[config.mk]
export PLATFORM = sky130hd
export DESIGN_NAME = mprj_io_ctrl_flat
export DESIGN_NICKNAME = d
export VERILOG_FILES = /design/src/rtl/mprj_io_ctrl_if.sv /design/src/rtl/mprj_io_ctrl.sv /design/src/flat_wrapper.sv
export SDC_FILE = /design/constraint.sdc
export NUM_CORES = 2
export LEC_CHECK = 0
export ABC_CLOCK_PERIOD_IN_PS = 5000
export BUFFER_PORTS_ARGS = -buffer_cell sky130_fd_sc_hd__buf_2
export CAP_MARGIN = 0
export CORE_MARGIN = 8
export CORE_UTILIZATION = 50
export DETAILED_ROUTE_END_ITERATION = 10
export PLACE_DENSITY = 0.81
export SYNTH_ARGS = -nofsm -noshare
export SYNTH_HDL_FRONTEND = slang
export SYNTH_SLANG_ARGS = --single-unit
[constraint.sdc]
create_clock -name clock -period 5 [get_ports clock]
set_input_delay 0.25 -clock clock [delete_from_list [all_inputs] [get_ports clock]]
set_output_delay 0.25 -clock clock [all_outputs]
set_load 0.05 [all_outputs]
[src/rtl/mprj_io_ctrl_if.sv]
// Serial configuration channel between housekeeping (master) and the pad control block (slave).
// Carries the config bit stream, strobe/load qualifiers and the status/readback return path.
interface mprj_io_ctrl_if;
  logic ser_data_in;
  logic ser_strobe;
  logic ser_load;
  logic err_clr;
  logic ser_data_out;
  logic cfg_busy;
  logic cfg_done;
  logic cfg_err;

  modport master (
    output ser_data_in, ser_strobe, ser_load, err_clr,
    input  ser_data_out, cfg_busy, cfg_done, cfg_err
  );

  modport slave (
    input  ser_data_in, ser_strobe, ser_load, err_clr,
    output ser_data_out, cfg_busy, cfg_done, cfg_err
  );
endinterface

[src/rtl/mprj_io_ctrl.sv]
// Per-pad GPIO control: serial shadow chain, atomic frame commit, mgmt/user pad muxing. Optional MPRJ_IO_CTRL_READBACK_EN.
// Latency: new config on pads one cycle after ser_load; no backpressure, the sender must deliver exactly one full frame.
`ifndef MPRJ_IO_PADS
`define MPRJ_IO_PADS 38
`endif

module mprj_io_ctrl #(
  parameter int                  TOTAL_PADS = `MPRJ_IO_PADS,
  parameter int                  CFG_BITS   = 13,
  parameter logic [CFG_BITS-1:0] RESET_CFG  = 13'h0403
) (
  input  logic                    clock,
  input  logic                    resetb,
  mprj_io_ctrl_if.slave           cfg,
  input  logic [TOTAL_PADS-1:0]   mgmt_io_out,
  input  logic [TOTAL_PADS-1:0]   mgmt_oeb,
  input  logic [TOTAL_PADS-1:0]   user_io_out,
  input  logic [TOTAL_PADS-1:0]   user_oeb,
  input  logic [TOTAL_PADS-1:0]   io_in,
  output logic [TOTAL_PADS-1:0]   mgmt_io_in,
  output logic [TOTAL_PADS-1:0]   user_io_in,
  output logic [TOTAL_PADS-1:0]   io_out,
  output logic [TOTAL_PADS-1:0]   oeb,
  output logic [TOTAL_PADS-1:0]   inp_dis,
  output logic [TOTAL_PADS-1:0]   ib_mode_sel,
  output logic [TOTAL_PADS-1:0]   vtrip_sel,
  output logic [TOTAL_PADS-1:0]   slow_sel,
  output logic [TOTAL_PADS-1:0]   holdover,
  output logic [TOTAL_PADS-1:0]   analog_en,
  output logic [TOTAL_PADS-1:0]   analog_sel,
  output logic [TOTAL_PADS-1:0]   analog_pol,
  output logic [3*TOTAL_PADS-1:0] dm
);

  localparam int N  = TOTAL_PADS * CFG_BITS;
  localparam int CW = $clog2(N + 2);
  localparam logic [CW-1:0] CNT_FULL = CW'(N);
  localparam logic [CW-1:0] CNT_MAX  = CW'(N + 1);

  logic [N-1:0]  shadow;
  logic [N-1:0]  active;
  logic [CW-1:0] cnt;
  logic          done_q;
  logic          err_q;
  logic          full;

  assign full = (cnt == CNT_FULL);

  // A load always wins over a same-cycle strobe; an error set wins over err_clr.
  always_ff @(posedge clock or negedge resetb) begin
    if (!resetb) begin
      shadow <= {TOTAL_PADS{RESET_CFG}};
      active <= {TOTAL_PADS{RESET_CFG}};
      cnt    <= '0;
      done_q <= 1'b0;
      err_q  <= 1'b0;
    end else begin
      done_q <= 1'b0;
      if (cfg.err_clr) err_q <= 1'b0;
      if (cfg.ser_load) begin
        cnt <= '0;
        if (full) begin
          active <= shadow;
          done_q <= 1'b1;
        end else begin
          err_q <= 1'b1;
        end
      end else if (cfg.ser_strobe) begin
        shadow <= {shadow[N-2:0], cfg.ser_data_in};
        if (cnt != CNT_MAX) cnt <= cnt + CW'(1);
      end
    end
  end

`ifdef MPRJ_IO_CTRL_READBACK_EN
  logic sdo_q;

  always_ff @(posedge clock or negedge resetb) begin
    if (!resetb) begin
      sdo_q <= 1'b0;
    end else if (cfg.ser_strobe && !cfg.ser_load) begin
      sdo_q <= shadow[N-1];
    end
  end

  assign cfg.ser_data_out = sdo_q;
`else
  assign cfg.ser_data_out = 1'b0;
`endif

  assign cfg.cfg_busy = (cnt != '0);
  assign cfg.cfg_done = done_q;
  assign cfg.cfg_err  = err_q;

  for (genvar p = 0; p < TOTAL_PADS; p++) begin : g_pad
    logic [CFG_BITS-1:0] w;
    assign w = active[p*CFG_BITS +: CFG_BITS];

    assign io_out[p]      = w[0] ? mgmt_io_out[p] : user_io_out[p];
    assign oeb[p]         = w[1] | (w[0] ? mgmt_oeb[p] : user_oeb[p]);
    assign mgmt_io_in[p]  = io_in[p] &  w[0] & ~w[3];
    assign user_io_in[p]  = io_in[p] & ~w[0] & ~w[3];
    assign holdover[p]    = w[2];
    assign inp_dis[p]     = w[3];
    assign ib_mode_sel[p] = w[4];
    assign analog_en[p]   = w[5];
    assign analog_sel[p]  = w[6];
    assign analog_pol[p]  = w[7];
    assign slow_sel[p]    = w[8];
    assign vtrip_sel[p]   = w[9];
    assign dm[3*p +: 3]   = w[12:10];
  end

endmodule

[src/flat_wrapper.sv]
// flat-port wrapper written by rule: the top's interface ports become plain ports
module mprj_io_ctrl_flat 
#(
  parameter int                  TOTAL_PADS = `MPRJ_IO_PADS,
  parameter int                  CFG_BITS   = 13,
  parameter logic [CFG_BITS-1:0] RESET_CFG  = 13'h0403
)
  (clock, resetb, mgmt_io_out, mgmt_oeb, user_io_out, user_oeb, io_in, mgmt_io_in, user_io_in, io_out, oeb, inp_dis, ib_mode_sel, vtrip_sel, slow_sel, holdover, analog_en, analog_sel, analog_pol, dm, cfg_ser_data_in, cfg_ser_strobe, cfg_ser_load, cfg_err_clr, cfg_ser_data_out, cfg_cfg_busy, cfg_cfg_done, cfg_cfg_err);
  mprj_io_ctrl_if cfg_i ();
  input  logic clock;
  input  logic resetb;
  input  logic [TOTAL_PADS-1:0] mgmt_io_out;
  input  logic [TOTAL_PADS-1:0] mgmt_oeb;
  input  logic [TOTAL_PADS-1:0] user_io_out;
  input  logic [TOTAL_PADS-1:0] user_oeb;
  input  logic [TOTAL_PADS-1:0] io_in;
  output logic [TOTAL_PADS-1:0] mgmt_io_in;
  output logic [TOTAL_PADS-1:0] user_io_in;
  output logic [TOTAL_PADS-1:0] io_out;
  output logic [TOTAL_PADS-1:0] oeb;
  output logic [TOTAL_PADS-1:0] inp_dis;
  output logic [TOTAL_PADS-1:0] ib_mode_sel;
  output logic [TOTAL_PADS-1:0] vtrip_sel;
  output logic [TOTAL_PADS-1:0] slow_sel;
  output logic [TOTAL_PADS-1:0] holdover;
  output logic [TOTAL_PADS-1:0] analog_en;
  output logic [TOTAL_PADS-1:0] analog_sel;
  output logic [TOTAL_PADS-1:0] analog_pol;
  output logic [3*TOTAL_PADS-1:0] dm;
  input wire logic [$bits(cfg_i.ser_data_in)-1:0] cfg_ser_data_in;
  input wire logic [$bits(cfg_i.ser_strobe)-1:0] cfg_ser_strobe;
  input wire logic [$bits(cfg_i.ser_load)-1:0] cfg_ser_load;
  input wire logic [$bits(cfg_i.err_clr)-1:0] cfg_err_clr;
  output wire logic [$bits(cfg_i.ser_data_out)-1:0] cfg_ser_data_out;
  output wire logic [$bits(cfg_i.cfg_busy)-1:0] cfg_cfg_busy;
  output wire logic [$bits(cfg_i.cfg_done)-1:0] cfg_cfg_done;
  output wire logic [$bits(cfg_i.cfg_err)-1:0] cfg_cfg_err;
  assign cfg_i.ser_data_in = cfg_ser_data_in;
  assign cfg_i.ser_strobe = cfg_ser_strobe;
  assign cfg_i.ser_load = cfg_ser_load;
  assign cfg_i.err_clr = cfg_err_clr;
  assign cfg_ser_data_out = cfg_i.ser_data_out;
  assign cfg_cfg_busy = cfg_i.cfg_busy;
  assign cfg_cfg_done = cfg_i.cfg_done;
  assign cfg_cfg_err = cfg_i.cfg_err;
  mprj_io_ctrl #(.TOTAL_PADS(TOTAL_PADS), .CFG_BITS(CFG_BITS), .RESET_CFG(RESET_CFG)) u_core (.clock(clock), .resetb(resetb), .cfg(cfg_i), .mgmt_io_out(mgmt_io_out), .mgmt_oeb(mgmt_oeb), .user_io_out(user_io_out), .user_oeb(user_oeb), .io_in(io_in), .mgmt_io_in(mgmt_io_in), .user_io_in(user_io_in), .io_out(io_out), .oeb(oeb), .inp_dis(inp_dis), .ib_mode_sel(ib_mode_sel), .vtrip_sel(vtrip_sel), .slow_sel(slow_sel), .holdover(holdover), .analog_en(analog_en), .analog_sel(analog_sel), .analog_pol(analog_pol), .dm(dm));
endmodule
==> results.sh <==
export IMPL_tns_ns=0
export IMPL_p_int_uw=13100
export IMPL_fp_row_count=109
export IMPL_core_sq_mm=0.0882
export IMPL_dp_slack_ns=2.14
export IMPL_yosys_warnings=0
export IMPL_power_frac_seq_pct=48.8
export IMPL_drive_gt1_share_pct=69.0
export IMPL_routed_wl_mm=92.6
export IMPL_htreeDepth=3
export IMPL_synth_yosys_seq_area_share_pct=56.8
export IMPL_p_sw_share_pct=22.2
export IMPL_peakVddDrop_v=0.000266
export IMPL_maxSlewViolCount=0
export IMPL_gp_congestion=0.815
export IMPL_synth_edf_count=0
export IMPL_cts_max_path_buffers=3
export IMPL_dieHeight_microns=314
export IMPL_tritoncts="built"
export IMPL_cts_sinks=999
export IMPL_finalClockSkew_ns=0.0316
export IMPL_post_synth_cell_area_avg_sq_um=16.1
export IMPL_min_path_type="in -> async"
export IMPL_netSwitchingPower_uw=3740
export IMPL_antenna_found_initial=0
export IMPL_yosysTopAreaCellShare_pct=43.4
export IMPL_cp_end_kind="flip-flop"
export IMPL_rsz0062_at_grt="false"
export IMPL_power_density_mw_per_mm2=341
export IMPL_io_buffers=768
export IMPL_fin_crit_sh_pct=57.5
export IMPL_drc=0
export IMPL_clockPowerShare_pct=46.7
export IMPL_post_synth_num_cell_types=35
export IMPL_io_pins=770
export IMPL_avgViaCountPerCell=5.08
export IMPL_worstPathArrival_ns=3.38
export IMPL_synthToLayoutAreaGrowth_pct=11.2
export IMPL_cp_top_family="simple AND/OR/NAND/NOR gates"
export IMPL_clock_fmax_mhz=348
export IMPL_clkTransAtPathRegs_ns=0.07
export IMPL_synth_ff_type="dfrtp_1"
export IMPL_vias=22400
export IMPL_first_iter_violations=1147
export IMPL_ctsHoldBuffers=6
export IMPL_path_class="reg -> reg"
export IMPL_setup_viol_count_final=0
export IMPL_relSlewSlack_pct=28.2
export IMPL_drtPass1Iterations=5
export IMPL_syn_area_sq_mm=0.0445
export IMPL_yosys_top_cells_area="dfrtp_1 (43%), mux2_4 (15%), mux2_2 (15%), dfstp_2 (13%), buf_4 (7.1%)"
export IMPL_dieWidth_microns=314
export IMPL_cts_inserted_buffers=100
export IMPL_grt_pass1_vias=24000
export IMPL_hpwl_mm=64.4
export IMPL_synth_top_area_cell="dfrtp_1"
export IMPL_fillers=6687
export IMPL_start_util_pct=50.4
export IMPL_slowest_delay_ns=0.96
export IMPL_final_nets=3349
export IMPL_grt_pass1_wl_mm=144
export IMPL_synth_common_cells="dfrtp_1 (771), mux2_2 (578), mux2_4 (449)"
export IMPL_drv_cap=0
export IMPL_status="complete, no violations"
export IMPL_post_cts_resized=0
export IMPL_cts_setup_buffers=0
export IMPL_cp_required_ns=5.51
export IMPL_setup_ws_ns=2.12
export IMPL_start_kind="flip-flop"
export IMPL_yosys_cell_count_top_type="dfrtp_1"
export IMPL_path_max_fanout=46
export IMPL_fp_dieArea_sq_mm=0.0988
export IMPL_combPwrFrac_pct=4.5
export IMPL_cp_slowest_cell="and4_4"
export IMPL_post_route_util_pct=56.1
export IMPL_clockRootBuffer="clkbuf_16"
export IMPL_clock_latency_ns=0.64
export IMPL_final_antenna_net_count=0
export IMPL_track_usage_pct=18.0
export IMPL_hold_violations=0
export IMPL_critical_path_buf_inv_count=1
export IMPL_syn_inst=2759
export IMPL_yosys_register_bits=999
export IMPL_critical_path_cell_chain="and3b_4 -> and4_4 -> buf_4 -> mux2_4"
export IMPL_grt_max_degree=140
export IMPL_min_period_ns=2.88
export IMPL_async_reset_ff_share_pct=100
export IMPL_tightest_slew_ns=1.08
export IMPL_routedWlPerCell_microns=21.0
export IMPL_grt_overflow_total=0
export IMPL_power_leakage_uw=0.0255
export IMPL_synth_fp_nets=2958
-- per-layer routing --
| layer | wire length [microns] | track usage [%] |
|---|---|---|
| met5 | 0 | 0 |
| met4 | 2550 | 5.52 |
| met3 | 4790 | 3.55 |
| met2 | 46600 | 30.6 |
| met1 | 38700 | 23.2 |
-- layout make-up --
type / instances / area [sq um] / area share, %
Sequential cell: 999 / 25300 / 51.1
Multi-Input combinational cell: 1226 / 14700 / 29.8
Timing Repair Buffer: 818 / 4420 / 8.93
Clock buffer: 147 / 2910 / 5.88
Tap cell: 1165 / 1460 / 2.95
Clock inverter: 42 / 638 / 1.29
Inverter: 5 / 18.8 / 0.0379
Antenna cell: 1 / 2.50 / 0.00506
-- through the flow --
stage,std cells,hold WS [ns],power [uW],instance area [sq um]
4_1_cts,4402,0.272,17100,49500
3_5_place_dp,4207,0.405,9130,45900
6_report,4403,0.261,16900,49500
2_1_floorplan,2759,-0.0456,8760,44500
5_1_grt,4402,0.314,17400,49500
3_3_place_gp,4207,0.407,9110,45900
-- flip-flops by register name, indices dropped and copies added, names as in the netlist --
signal and flops:
u_core.cfg.cfg_err 1, u_core.shadow 494, u_core.cnt 9, u_core.cfg.cfg_done 1
u_core.active 494
-- kinds of logic after synthesis --
kind of cell | Yosys count | share of synthesized area (%)
compound gates | 53 | 0.942
buf+inv | 534 | 10.0
mux | 1028 | 29.8
flops | 999 | 56.8
fa+ha+maj | 3 | 0.0844
other cells | 1 | 0.00843
simple gates | 141 | 2.29
-- power groups by stage --
stage	logic, uW	clock network, uW	registers, uW
global route	824	8400	8230
finish	759	7880	8220
CTS	775	8080	8220
floorplan	424	0	8340
global placement	756	0	8360
detailed placement	768	0	8360
-- layout by cell type (no fill, tap or decap), types with 2 or more instances in the layout --
master,instances
dfstp_2,228
mux2_2,578
nand4_1,4
mux2_4,449
buf_12,14
bufinv_16,12
nand2_1,4
o21ai_0,3
a21oi_1,8
clkbuf_8,19
nor2b_1,38
nor2_1,3
nand3_1,2
clkbuf_16,102
and4_4,2
buf_4,30
ha_1,3
nor3b_1,38
or3_1,4
buf_2,767
clkinv_2,14
inv_6,3
dfrtp_1,771
inv_1,5
dlygate4sd3_1,6
clkbuf_1,26
and3b_1,38
clkinv_16,3
clkinvlp_4,8
nand2b_1,2
a211o_1,38
-- path summary, 6_finish.rpt --
check	slack (ns)	cells after the start	endpoint	startpoint
setup / recovery	2.12	4	u_core.active[472]	u_core.cnt[4]
hold / removal	0.26	2	u_core.shadow[311]	resetb
setup reg to reg	2.12	4	u_core.active[472]	u_core.cnt[4]
hold reg to reg	0.50	1	u_core.active[228]	u_core.active[228]
max in group asynchronous	3.38	3	u_core.shadow[71]	resetb
min in group clock	0.44	3	u_core.shadow[0]	cfg_ser_data_in
(Power assumes the default switching activity.)
